--- config.mk ---
export PLATFORM = sky130hd
export DESIGN_NAME = ir_transmitter
export DESIGN_NICKNAME = d
export VERILOG_FILES = /design/src/rtl/ir_transmitter.sv
export SDC_FILE = /design/constraint.sdc
export NUM_CORES = 1
export LEC_CHECK = 0
export CAP_MARGIN = 20
export CORE_ASPECT_RATIO = 1.25
export CORE_UTILIZATION = 45
export CTS_CLUSTER_DIAMETER = 60
export DETAILED_ROUTE_END_ITERATION = 12
export PLACE_DENSITY_LB_ADDON = 0.1
export SLEW_MARGIN = 20
export SYNTH_ARGS = -nofsm -noshare
export SYNTH_HDL_FRONTEND = slang
export SYNTH_SLANG_ARGS = --single-unit
--- constraint.sdc ---
create_clock -name clock -period 2.4 [get_ports clock]
set_input_delay 0.36 -clock clock [delete_from_list [all_inputs] [get_ports clock]]
set_output_delay 0.36 -clock clock [all_outputs]
set_load 0.005 [all_outputs]
--- src/rtl/ir_transmitter.sv ---
// SIRC-style IR frame transmitter: start burst, 12 LSB-first pulse-width data
// marks separated by gaps, all modulated onto a square-wave carrier.
module ir_transmitter #(
    parameter int UNIT         = 15000,
    parameter int START_UNITS  = 4,
    parameter int ONE_UNITS    = 2,
    parameter int ZERO_UNITS   = 1,
    parameter int GAP_UNITS    = 1,
    parameter int CARRIER_HALF = 312
) (
    input  logic        clock,
    input  logic        reset,
    input  logic        send,
    input  logic [11:0] command,
    output logic        ir_out,
    output logic        busy,
    output logic        done,
    output logic [3:0]  state
);

    localparam logic [3:0] IDLE  = 4'd0;
    localparam logic [3:0] START = 4'd1;
    localparam logic [3:0] GAP   = 4'd2;
    localparam logic [3:0] MARK  = 4'd3;
    localparam logic [3:0] END   = 4'd4;

    localparam logic [19:0] START_LAST = 20'(START_UNITS * UNIT - 1);
    localparam logic [19:0] ONE_LAST   = 20'(ONE_UNITS * UNIT - 1);
    localparam logic [19:0] ZERO_LAST  = 20'(ZERO_UNITS * UNIT - 1);
    localparam logic [19:0] GAP_LAST   = 20'(GAP_UNITS * UNIT - 1);
    localparam logic [9:0]  CAR_LAST   = 10'(CARRIER_HALF - 1);

    logic [3:0]  state_q, state_d;
    logic [19:0] dur_q, dur_d;
    logic [9:0]  car_q, car_d;
    logic        phase_q, phase_d;
    logic [3:0]  bit_q, bit_d;
    logic [11:0] cmd_q, cmd_d;
    logic        ir_out_q, ir_out_d;
    logic        done_q, done_d;
    logic [19:0] mark_last;

    assign mark_last = cmd_q[bit_q] ? ONE_LAST : ZERO_LAST;

    always_comb begin
        state_d = state_q;
        dur_d   = dur_q;
        car_d   = car_q;
        phase_d = phase_q;
        bit_d   = bit_q;
        cmd_d   = cmd_q;
        done_d  = 1'b0;

        // Carrier free-runs while a mark is on; entry points below override it.
        if (car_q == CAR_LAST) begin
            car_d   = 10'd0;
            phase_d = ~phase_q;
        end else begin
            car_d = car_q + 10'd1;
        end

        case (state_q)
            IDLE: begin
                car_d   = car_q;
                phase_d = phase_q;
                if (send) begin
                    cmd_d   = command;
                    bit_d   = 4'd0;
                    dur_d   = 20'd0;
                    car_d   = 10'd0;
                    phase_d = 1'b1;
                    state_d = START;
                end
            end
            START: begin
                if (dur_q == START_LAST) begin
                    dur_d   = 20'd0;
                    state_d = GAP;
                end else begin
                    dur_d = dur_q + 20'd1;
                end
            end
            GAP: begin
                if (dur_q == GAP_LAST) begin
                    dur_d   = 20'd0;
                    car_d   = 10'd0;
                    phase_d = 1'b1;
                    state_d = MARK;
                end else begin
                    dur_d = dur_q + 20'd1;
                end
            end
            MARK: begin
                if (dur_q == mark_last) begin
                    dur_d = 20'd0;
                    if (bit_q == 4'd11) begin
                        state_d = END;
                    end else begin
                        bit_d   = bit_q + 4'd1;
                        state_d = GAP;
                    end
                end else begin
                    dur_d = dur_q + 20'd1;
                end
            end
            END: begin
                if (dur_q == GAP_LAST) begin
                    dur_d   = 20'd0;
                    done_d  = 1'b1;
                    state_d = IDLE;
                end else begin
                    dur_d = dur_q + 20'd1;
                end
            end
            default: begin
                dur_d   = 20'd0;
                state_d = IDLE;
            end
        endcase

        // Registered so the LED drive changes on the same edge as the state.
        ir_out_d = phase_d && ((state_d == START) || (state_d == MARK));
    end

    always_ff @(posedge clock) begin
        if (reset) begin
            state_q  <= IDLE;
            dur_q    <= 20'd0;
            car_q    <= 10'd0;
            phase_q  <= 1'b0;
            bit_q    <= 4'd0;
            cmd_q    <= 12'd0;
            ir_out_q <= 1'b0;
            done_q   <= 1'b0;
        end else begin
            state_q  <= state_d;
            dur_q    <= dur_d;
            car_q    <= car_d;
            phase_q  <= phase_d;
            bit_q    <= bit_d;
            cmd_q    <= cmd_d;
            ir_out_q <= ir_out_d;
            done_q   <= done_d;
        end
    end

    assign ir_out = ir_out_q;
    assign done   = done_q;
    assign state  = state_q;
    assign busy   = (state_q != IDLE);

endmodule

Yosys cells after proc, flatten, opt, wreduce, memory -nomap -nowiden
Cells that the tools add are included.
{"block": "word_totals", "register_bits": 53, "latchBits": 0, "mem_bits_rw": 0, "mem_bits_ro": 0, "in_bits": 15, "mem_count": 0}
{"block": "classes", "add_sub_neg": 3, "multipliers": 0, "n_div": 0, "magnitude_cmp": 1, "n_eq_ne": 14, "shift": 0, "mux": 28, "bitwise_logic": 2, "reduce_logical": 9}
{"operator": "$mux W20", "count": 4}
{"operator": "$pmux W20 S4", "count": 1}
{"operator": "$mux W4", "count": 8}
{"operator": "$mux W10", "count": 3}
{"operator": "$add A20 B1 Y20 const B", "count": 1}
{"operator": "$eq A20 B14 Y1 const B", "count": 1}
{"operator": "$eq A20 B15 Y1", "count": 1}
{"operator": "$eq A20 B16 Y1 const B", "count": 1}
{"operator": "$pmux W10 S2", "count": 1}
{"operator": "$pmux W4 S5", "count": 1}
{"operator": "$mux W15", "count": 1}
{"operator": "$eq A4 B2 Y1 const B", "count": 3}
{"operator": "$add A10 B1 Y10 const B", "count": 1}
{"operator": "$eq A10 B9 Y1 const B", "count": 1}
{"operator": "$eq A4 B1 Y1 const B", "count": 2}
{"operator": "$pmux W4 S2", "count": 1}
{"operator": "$ne A2 B2 Y1 const B", "count": 3}
{"operator": "$lt A4 B5 Y1 const B", "count": 1}
{"operator": "$mux W1", "count": 5}
{"operator": "$add A4 B1 Y4 const B", "count": 1}
{"operator": "$bmux W1 S4", "count": 1}
{"operator": "$eq A4 B3 Y1 const B", "count": 1}
{"operator": "$eq A4 B4 Y1 const B", "count": 1}
{"operator": "$logic_not A4 Y1", "count": 1}
{"operator": "other kinds (10)", "count": 12}

Logic depth before layout (Yosys ltp)
Gate-level depths: netlist of run 1.
{"block": "depth", "word_depth": 9, "mapped_depth": 9, "depth_no_buf": 7}

Worst setup path before layout of run 1
OpenSTA, ideal clock, no wires.
{"block": "synth_timing", "path_kind": "register to register", "from": "register bit_q[0]", "to": "register dur_q[11]", "setup_time_ns": 0.060, "t_arrival_ns": 2.354, "setup_slack_ns": -0.014, "stages_incl_launch_ff": 9, "n_path_buf": 2, "period_less_slack_ns": 2.414, "cell_sequence": "dfxtp_1 mux4_2 a22o_1 a21oi_2 mux2i_1 buf_2 clkbuf_1 o221ai_1 nand2_1"}
{"block": "synth_via", "elab_chain_cells": 6}
{"item": "start, declared", "line_no": "37", "rtl": "logic [3:0] bit_q, bit_d;"}
{"item": "start signal, assigned", "line_no": "140", "rtl": "bit_q <= bit_d;"}
{"item": "$bmux W1 S4", "line_no": "43", "rtl": "assign mark_last = cmd_q[bit_q] ? ONE_LAST : ZERO_LAST;"}
{"item": "$mux W1 (not written as such)", "line_no": "43"}
{"item": "$mux W15", "line_no": "43"}
{"item": "$eq A20 B15 Y1", "line_no": "94", "rtl": "if (dur_q == mark_last) begin"}
{"item": "$mux W20", "line_no": "94"}
{"item": "$pmux W20 S4", "line_no": "62", "rtl": "case (state_q)"}
{"item": "end signal, assigned", "line_no": "137", "rtl": "dur_q <= dur_d;"}
{"item": "end, declared", "line_no": "34", "rtl": "logic [19:0] dur_q, dur_d;"}
No other way between the ends. The select of a mux whose other input is x is not followed.
A chain may end at the register's enable or synchronous reset.

Final worst setup path of run 1
{"block": "layout_timing", "from": "register bit_q[0]", "to": "register bit_q[3]"}
{"block": "layout_via", "elab_chain_cells": 6, "word_cells_on_any_way": 12}
{"item": "$bmux W1 S4", "line_no": "43"}
{"item": "$mux W1 (not written as such)", "line_no": "43"}
{"item": "$mux W15", "line_no": "43"}
{"item": "$eq A20 B15 Y1", "line_no": "94"}
{"item": "$ne A2 B2 Y1 (no line)"}
{"item": "$reduce_and A4 Y1 (no line)"}
Parallel ways exist; a longest one is shown, timed or not. The select of a mux whose other input is x is not followed.

==> summary.txt, run 1 <==
Status
  – Outcome: complete, no violations

Hold path
  – HP Class: reg -> reg

Timing
  – Crit path time final: 2290 ps
  – Final setup margin: 110 ps
  – Slew HR: 34.5%
  – Max-slew violations: 0
  – Final Setup Violations: 0
  – Fmax: 0.437 GHz
  – Final period utilization: 95.4%
  – Skew final: 7.70 ps
  – Hold Vio Cnt, Final: 0
  – Slew @ Worst Pin: 978 ps

Critical path
  – Critical Path End: bit_q[3]
  – CP Data Required Time: 2630 ps
  – Worst R2R End: bit_q[3]
  – R2R Setup Slk: 110 ps
  – Worst Reg-to-Reg Cells: 7
  – Reg2reg start: bit_q[0]
  – Setup crit end kind: flip-flop
  – Crit Path Category: reg -> reg
  – Crit-path max FO: 7
  – Worst Setup SP: bit_q[0]
  – CP arrival: 2520 ps
  – CP Launch Type: flip-flop

Detailed routing
  – Total wire length: 6980 um
  – Vias per inst: 5.56
  – Remaining DRCs: 0
  – DR pass1 iterations: 4
  – DR WL/cell: 14.4 um
  – 1st-iter DRT viols: 139
  – ANT nets after route: 0
  – Routed vias: 2698

Power
  – Leakage power: 0.00125 uW
  – Max VDD drop: 0.000289 V
  – Power per standard cell area: 467 nW/um2

Placement
  – Dpl hpwl: 5160 um
  – Port bufs: 21
  – Dpl ws: 33.8 ps
  – Placed Cells: 477
  – Gpl congestion: 0.829

Synthesis
  – Most area-consuming cells after synthesis: dfxtp_1, nand2_1, nor2_1
  – Avg Synthesized Cell Area: 7.86 um2
  – Seq/Total Area, Yosys: 38.0%
  – Ys async rst share: 0%
  – Mapped Cells: 355
  – Top-area cell type share of the netlist area: 38.0%
  – EDFF count, synth: 0
  – Primary FF master, synth: dfxtp_1
  – Post-synthesis net count: 373
  – Post-Syn Area: 2790 um2
  – Cell taking the most area after synthesis: dfxtp_1
  – Library cells used by synthesis: 52
  – Ys Warns: 0
  – Flops & latches, synth: 53

Floorplanning
  – Area of the core: 5900 um2
  – Die Span X: 72.4 um
  – Boundary Pins: 22
  – Die H: 90.1 um
  – Initial Utilization: 47.3%
  – Die ar.: 6520 um2
  – Row count: 31

Clocking
  – Post-cts hold buffer count: 0
  – Htree depth: 2
  – CTS tree: built
  – CTS Buffer Depth: 2
  – CTS Buf Count: 5
  – Clock-pin slew on the worst setup and hold paths: 90 ps
  – CTS sink cnt: 53
  – Clk root buf: clkbuf_8
  – Worst-Skew Late Latency: 310 ps

Global routing
  – Tot GR Track Use: 22.8%
  – First-pass GRT wire length: 11900 um
  – Grt ovf: 0
  – Largest net degree at the start of global routing: 27
  – Vias in the first global route: 2659
  – Initial antenna violation count: 0

Cells and area
  – Final Non-Filler Cells: 485
  – Final nets: 421
  – Area delta synth->final: 24.6%
  – Antenna fix cells: 0
  – Layout cells sized above 1: 15.9%

Run
  – # Max-Cap Violations: 0
-- cell families after synthesis --
logic type	synth area share, %
XOR/XNOR	2.51
adder cells (fa/ha/maj)	1.34
other	0.134
AND/OR/NAND/NOR	31.5
buffers and inverters	3.54
AO/OA/AOI/OAI	19.1
flip-flops	38.0
multiplexers	3.90
-- cell usage in the layout (no fill, tap or decap), types with 4 or more instances in the layout --
cell / instances
and2_1: 7
inv_1: 8
nor2b_1: 4
nand2_1: 64
clkbuf_8: 5
o21ai_0: 13
a21oi_1: 20
nor3_1: 11
o221ai_1: 7
o211ai_1: 7
o21ai_1: 4
dfxtp_1: 51
xor2_1: 6
nand4_1: 6
and3_1: 7
nand3_1: 16
buf_4: 38
clkdlybuf4s50_1: 21
nor2_1: 30
nor4_1: 6
-- how the worst min path moves through the flow --
stage | startpoint | to | slack (ps) | cells after the start
after floorplan | cmd_q[10] | cmd_q[10] | 430 | 2
after global placement | cmd_q[8] | cmd_q[8] | 450 | 2
after detailed placement | cmd_q[11] | cmd_q[11] | 450 | 2
after CTS | cmd_q[11] | cmd_q[11] | 460 | 2
after global routing | cmd_q[11] | cmd_q[11] | 480 | 2
final | cmd_q[11] | cmd_q[11] | 460 | 2
-- synth_stat cells (all sizes together), types with 8 or more instances --
master	count
a21oi	21
nand2	64
nor2	30
inv	8
dfxtp	53
clkbuf	17
o21ai	19
o221ai	8
nand3	16
nor3	11
-- power by group --
part | switching [uW] | internal, uW
Combinational | 65.9 | 63.8
Clock | 290 | 304
Sequential | 8.51 | 893
-- area by class of cell --
type                            count  area (um2)
Clock buffer                        5        68.8
Clock inverter                      2        35.0
Fill cell                         570        2420
Inverter                            8        30.0
Multi-Input combinational cell    276        1680
Sequential cell                    53        1070
Tap cell                           82         103
Timing Repair Buffer               59         495
-- worst max-delay path, stage by stage, from the launching register on --
cell	delay (ps)
dfxtp_4	370
mux4_2	480
a22o_1	230
a21oi_2	160
mux2i_1	120
buf_4	170
or4_4	470
a211oi_2	210
-- through the flow --
step / hold WS, ps / setup TNS, ps / power [uW] / utilization [%] / instance area, um2
final: 460 / 0 / 1620 / 59.0 / 3480
after global routing: 479 / -64.8 / 1700 / 59.0 / 3480
after CTS: 461 / 0 / 1650 / 58.0 / 3420
after detailed placement: 448 / 0 / 1050 / 56.2 / 3310
after global placement: 445 / 0 / 1050 / 56.2 / 3310
after floorplan: 433 / 0 / 988 / - / 2790
-- flip-flops by register name (all words and copies together), names as in the netlist --
signal and count:
bit_q 4, car_q 10, cmd_q 12, done 1, dur_q 20, ir_out 1, phase_q 1, state 4
-- per-layer routing --
metal / track usage, % / share of wire [%] / up-vias
met3: 3.25 / 1.9 / 7
li1: - / - / 1383
met2: 40.6 / 52 / 39
met4: 7.19 / 1.5 / 0
met5: 0 / 0 / -
met1: 27.5 / 45 / 1269
-- what timing repair did --
item / CTS / global route
pin swaps: 0 / 3
buffers inserted: 0 / 1
gates resized for setup: 2 / 15
endpoints found under the setup margin: 1 / 25
endpoints found under the hold margin: 0 / 0
No activity file was read; power rests on OpenSTA's default activity.
==> run 2: changes to the inputs <==
--- a/config.mk
+++ b/config.mk
@@ -10,7 +10,8 @@
 export CORE_UTILIZATION = 45
 export CTS_CLUSTER_DIAMETER = 60
 export DETAILED_ROUTE_END_ITERATION = 12
-export PLACE_DENSITY_LB_ADDON = 0.1
+export PLACE_DENSITY = 0.67
+export SKIP_CTS_REPAIR_TIMING = 1
 export SLEW_MARGIN = 20
 export SYNTH_ARGS = -nofsm -noshare
 export SYNTH_HDL_FRONTEND = slang
==> summary.txt, run 2 (synthesis results as in run 1) <==
Status
  – Outcome: complete, no violations (unchanged)

Global routing
  – Tot GR Track Use: 22.0% (was 22.8%)
  – Grt ovf: 0 (unchanged)
  – Initial antenna violation count: 0 (unchanged)
  – Largest net degree at the start of global routing: 30 (was 27)
  – Vias in the first global route: 2574 (was 2659)
  – First-pass GRT wire length: 11400 um (was 11900 um)

Cells and area
  – Util after Layout: 57.8% (was 59.0%)
  – Final nets: 414 (was 421)
  – Antenna fix cells: 0 (unchanged)
  – Cell area after layout: 3410 um2 (was 3480 um2)
  – Commonest cells after routing, fill and taps aside: nand2_1, dfxtp_1, buf_4, nor2_1, clkdlybuf4s50_1 (unchanged)
  – Layout cells sized above 1: 13.6% (was 15.9%)
  – Fillcell total: 582 (was 570)
  – Multi-input gate area: 1660 um2 (was 1680 um2)
  – Biggest register: dur_q (unchanged)
  – Area delta synth->final: 22.0% (was 24.6%)
  – Largest registers: dur_q x20, cmd_q x12, car_q x10 (unchanged)
  – Max reg flops: 20 (unchanged)
  – Flip-flop and latch area: 1060 um2 (was 1070 um2)
  – Commonest non-fill, non-tap cell in the layout: nand2_1 (unchanged)

Clocking
  – Worst-Skew Late Latency: 310 ps (about the same)
  – CTS Buf Count: 5 (unchanged)
  – CTS sink cnt: 53 (unchanged)
  – Clock-pin slew on the worst setup and hold paths: 100 ps (was 90 ps)
  – Clk root buf: clkbuf_8 (unchanged)
  – CTS tree: built (unchanged)
  – Htree depth: 2 (unchanged)
  – CTS Buffer Depth: 2 (unchanged)

Floorplanning
  – Initial Utilization: 47.3% (unchanged)
  – Die Span X: 72.4 um (unchanged)
  – Die ar.: 6520 um2 (unchanged)
  – Die H: 90.1 um (unchanged)
  – Area of the core: 5900 um2 (unchanged)
  – Boundary Pins: 22 (unchanged)
  – Row count: 31 (unchanged)

Critical path
  – Worst Setup SP: bit_q[0] (unchanged)
  – Reg2reg start: bit_q[0] (unchanged)
  – Crit Path Category: reg -> reg (unchanged)
  – CP arrival: 2490 ps (was 2520 ps)
  – Setup crit end kind: flip-flop (unchanged)
  – CP Launch Type: flip-flop (unchanged)
  – Crit-path max FO: 9 (was 7)
  – CP Data Required Time: 2630 ps (about the same)

Detailed routing
  – Remaining DRCs: 0 (unchanged)
  – DR pass1 iterations: 4 (unchanged)
  – 1st-iter DRT viols: 134 (was 139)
  – DR WL/cell: 14.1 um (was 14.4 um)
  – ANT nets after route: 0 (unchanged)
  – Vias per inst: 5.70 (was 5.56)
  – Routed vias: 2731 (was 2698)
  – Total wire length: 6740 um (was 6980 um)

Placement
  – Dpl hpwl: 4960 um (was 5160 um)
  – Gpl congestion: 0.918 (was 0.829)
  – DP Area: 3270 um2 (was 3310 um2)
  – Port bufs: 21 (unchanged)

Power
  – Max VDD drop: 0.000343 V (was 0.000289 V)
  – Power per standard cell area: 478 nW/um2 (was 467 nW/um2)
  – Leakage power: 0.00122 uW (was 0.00125 uW)

Timing
  – Slew HR: 62.7% (was 34.5%)
  – Sum Neg Setup Slack: 0 ps (unchanged)
  – Crit path time final: 2260 ps (was 2290 ps)
  – Hold Vio Cnt, Final: 0 (unchanged)
  – Max-slew violations: 0 (unchanged)
  – Skew final: 7.51 ps (was 7.70 ps)
  – RSZ-0062 raised after global routing: false
  – Slew @ Worst Pin: 551 ps (was 978 ps)
  – Fmax: 0.442 GHz (was 0.437 GHz)
  – Final Setup Violations: 0 (unchanged)
  – Final period utilization: 94.3% (was 95.4%)

Hold path
  – HP Class: reg -> reg (unchanged)
  – Min-delay src: cmd_q[11] (unchanged)

Run
  – # Max-Cap Violations: 0 (unchanged)
run 2: cell count changes in the layout (fill, tap and decap cells not counted), sizes merged:
cell and change:
buf -7, clkbuf +1
run 2: cell type report:
cell class / instances / area share, %
clock buffers: 6 / 2.13
clock inverters: 2 / 1.14
inverters: 8 / 0.882
multi-input cells: 276 / 48.6
flip-flops and latches: 53 / 31.2
well taps: 82 / 3.01
repair buffers: 52 / 13.0
run 2: path summary, 6_finish.rpt:
check | endpoint | slack, ps | cells past startpoint
worst max register to register | bit_q[3] | 140 | 7
worst min-delay path | cmd_q[11] | 470 | 2
worst max-delay path | bit_q[3] | 140 | 7
worst min register to register | cmd_q[11] | 470 | 2
run 2: metal layers:
layer	wire, um	track usage (%)
met1	3040	27.1
met4	103	6.54
met2	3340	38.4
met5	0	0
met3	251	3.48
run 2: stage by stage:
| step | std cells | hold WS (ps) | worst slack (ps) | total power, uW |
|---|---|---|---|---|
| after floorplan | 355 | 433 | 80.1 | 988 |
| after global placement | 471 | 447 | 105 | 1050 |
| after detailed placement | 471 | 453 | 27.0 | 1050 |
| after CTS | 479 | 467 | 12.2 | 1640 |
| after global routing | 479 | 489 | 7.60 | 1700 |
| final | 479 | 466 | 138 | 1630 |
run 2: critical path: stages, from the launching register on:
cell,delay [ps]
dfxtp_2,370
mux4_2,490
a22o_1,240
a21oi_2,150
mux2i_1,90
buf_4,160
or4_1,460
a211oi_1,220
run 2: where the power goes:
part | leakage (uW) | internal [uW] | switching [uW]
Clock | 0.0000554 | 313 | 289
Combinational | 0.000733 | 60.0 | 62.7
Sequential | 0.000430 | 894 | 10.0
==> run 3: changes to the inputs <==
--- a/config.mk
+++ b/config.mk
@@ -10,7 +10,7 @@
 export CORE_UTILIZATION = 45
 export CTS_CLUSTER_DIAMETER = 60
 export DETAILED_ROUTE_END_ITERATION = 12
-export PLACE_DENSITY = 0.67
+export PLACE_DENSITY = 0.7
 export SKIP_CTS_REPAIR_TIMING = 1
 export SLEW_MARGIN = 20
 export SYNTH_ARGS = -nofsm -noshare
==> summary.txt, run 3 (synthesis results as in run 1) <==
Critical path
  – Worst R2R End: bit_q[3] (unchanged)
  – CP Launch Type: flip-flop (unchanged)
  – R2R Setup Slk: 130 ps (was 140 ps)
  – Setup crit end kind: flip-flop (unchanged)
  – Cell Chain, Critical Path: mux4_2 > a22o_1 > a21oi_2 > mux2i_2 > buf_4 > or4_4 > a211oi_2 (was mux4_2 > a22o_1 > a21oi_2 > mux2i_1 > buf_4 > or4_1 > a211oi_1)
  – Reg2reg start: bit_q[0] (unchanged)
  – Worst Reg-to-Reg Cells: 7 (unchanged)
  – CP Data Required Time: 2640 ps (was 2630 ps)
  – Worst Setup SP: bit_q[0] (unchanged)
  – CP arrival: 2510 ps (was 2490 ps)
  – Slowest stage cell on the critical path: mux4_2 (unchanged)
  – Crit Path Category: reg -> reg (unchanged)
  – Crit-path max FO: 7 (was 9)
  – Max incr delay on CP: 500 ps (was 490 ps)

Detailed routing
  – Remaining DRCs: 0 (unchanged)
  – DR pass1 iterations: 4 (unchanged)
  – Vias per inst: 5.64 (was 5.70)
  – Total wire length: 7140 um (was 6740 um)
  – Routed vias: 2748 (was 2731)
  – 1st-iter DRT viols: 146 (was 134)
  – ANT nets after route: 0 (unchanged)
  – DR WL/cell: 14.7 um (was 14.1 um)

Power
  – Internal power: 1170 uW (was 1270 uW)
  – Seq pwr share: 57.8% (was 55.5%)
  – Max VDD drop: 0.000312 V (was 0.000343 V)
  – Leakage power: 0.00125 uW (was 0.00122 uW)
  – Comb pwr share: 8.3% (was 7.5%)
  – Clock power share: 33.9% (was 37.0%)
  – Power per standard cell area: 451 nW/um2 (was 478 nW/um2)
  – Net Sw Frac: 25.3% (was 22.2%)
  – Psw: 397 uW (was 361 uW)
  – Total chip power: 1570 uW (was 1630 uW)

Clocking
  – CTS tree: built (unchanged)
  – Htree depth: 2 (unchanged)
  – Clock-pin slew on the worst setup and hold paths: 100 ps (about the same)
  – Worst-Skew Late Latency: 310 ps (about the same)
  – Clk root buf: clkbuf_8 (unchanged)
  – CTS Buffer Depth: 2 (unchanged)
  – CTS Buf Count: 5 (unchanged)
  – CTS sink cnt: 53 (unchanged)

Global routing
  – Grt ovf: 0 (unchanged)
  – Tot GR Track Use: 22.8% (was 22.0%)
  – Initial antenna violation count: 0 (unchanged)
  – Largest net degree at the start of global routing: 19 (was 30)
  – Vias in the first global route: 2675 (was 2574)
  – First-pass GRT wire length: 11900 um (was 11400 um)

Hold path
  – HP Class: reg -> reg (unchanged)
  – Worst Hold End: cmd_q[9] (was cmd_q[11])
  – Hold depth: 2 (unchanged)
  – Min-delay src: cmd_q[9] (was cmd_q[11])

Placement
  – Port bufs: 21 (unchanged)
  – DP Area: 3320 um2 (was 3270 um2)
  – Gpl congestion: 0.875 (was 0.918)
  – Dpl hpwl: 5060 um (was 4960 um)

Floorplanning
  – Initial Utilization: 47.3% (unchanged)
  – Boundary Pins: 22 (unchanged)
  – Die Span X: 72.4 um (unchanged)
  – Die H: 90.1 um (unchanged)
  – Die ar.: 6520 um2 (unchanged)
  – Row count: 31 (unchanged)
  – Area of the core: 5900 um2 (unchanged)

Cells and area
  – Biggest register: dur_q (unchanged)
  – Area delta synth->final: 24.4% (was 22.0%)
  – Final nets: 422 (was 414)
  – Largest registers: dur_q x20, cmd_q x12, car_q x10 (unchanged)
  – Cell area after layout: 3470 um2 (was 3410 um2)
  – Max reg flops: 20 (unchanged)
  – Layout cells sized above 1: 16.3% (was 13.6%)
  – Util after Layout: 58.9% (was 57.8%)
  – Fillcell total: 552 (was 582)
  – Commonest cells after routing, fill and taps aside: nand2_1, dfxtp_1, buf_4, nor2_1, clkdlybuf4s50_1 (unchanged)
  – Commonest non-fill, non-tap cell in the layout: nand2_1 (unchanged)
  – Antenna fix cells: 0 (unchanged)

Timing
  – Final Setup Violations: 0 (unchanged)
  – Slew @ Worst Pin: 1030 ps (was 551 ps)
  – Fmax: 0.441 GHz (was 0.442 GHz)
  – Final period utilization: 94.5% (was 94.3%)
  – Skew final: 8.53 ps (was 7.51 ps)
  – RSZ-0062 raised after global routing: false (unchanged)
  – Max-slew violations: 0 (unchanged)
  – Hold Vio Cnt, Final: 0 (unchanged)
  – Slew HR: 30.9% (was 62.7%)
  – Crit path time final: 2270 ps (was 2260 ps)

Status
  – Outcome: complete, no violations (unchanged)

Run
  – # Max-Cap Violations: 0 (unchanged)
run 3: changes by cell type in the layout (fill, tap and decap cells not counted), sizes merged:
cell,previous run,this run
inv,8,9
bufinv,1,0
clkinvlp,0,1
clkbuf,6,5
buf,31,39
run 3: power groups by stage:
| stage | combinational (uW) | clock (uW) | sequential, uW |
|---|---|---|---|
| 6_report | 130 | 531 | 905 |
| 5_1_grt | 144 | 585 | 907 |
| 4_1_cts | 129 | 546 | 906 |
| 3_5_place_dp | 128 | 0 | 926 |
| 3_3_place_gp | 126 | 0 | 926 |
| 2_1_floorplan | 67.3 | 0 | 921 |
run 3: per-stage QoR:
| step | hold slack, ps | setup slack [ps] | setup TNS (ps) | std cells |
|---|---|---|---|---|
| floorplan | 433 | 80.1 | 0 | 355 |
| detailed placement | 451 | 15.2 | 0 | 478 |
| finish | 464 | 132 | 0 | 487 |
| CTS | 466 | -15.0 | -15.0 | 486 |
| global route | 492 | 7.80 | 0 | 487 |
| global placement | 448 | 88.8 | 0 | 478 |
run 3: final cells by class:
class / count / area, um2 / share of cell area (%)
clock buffer: 5 / 68.8 / 1.98
inverter: 8 / 30.0 / 0.865
timing repair buffer: 60 / 503 / 14.5
multi-input combinational: 276 / 1680 / 48.3
tap: 82 / 103 / 2.95
sequential: 53 / 1070 / 30.7
clock inverter: 3 / 25.0 / 0.721
run 3: metal layers:
layer / share of wire [%] / wire, um / up-vias / global-route usage (%)
met5: 0 / 0 / - / 0
met4: 2.1 / 150 / 0 / 9.48
met3: 4.6 / 331 / 11 / 3.59
met2: 50 / 3550 / 57 / 38.9
met1: 43 / 3100 / 1299 / 27.9
li1: - / - / 1381 / -
run 3: critical path: cells and delay by family (launching register included):
kind / cells / cell delay (ps)
multiplexers: 2 / 610
buffers and inverters: 1 / 170
AND/OR/NAND/NOR: 1 / 470
flip-flops: 1 / 370
AO/OA/AOI/OAI: 3 / 580
run 3: how the worst max path moves through the flow:
stage / endpoint / slack, ps / cells past startpoint
after detailed placement: bit_q[3] / 20 / 8
after global placement: bit_q[3] / 90 / 7
final: bit_q[3] / 130 / 7
after floorplan: dur_q[11] / 80 / 8
after global routing: dur_q[18] / 8 / 6
after CTS: bit_q[3] / -20 / 8
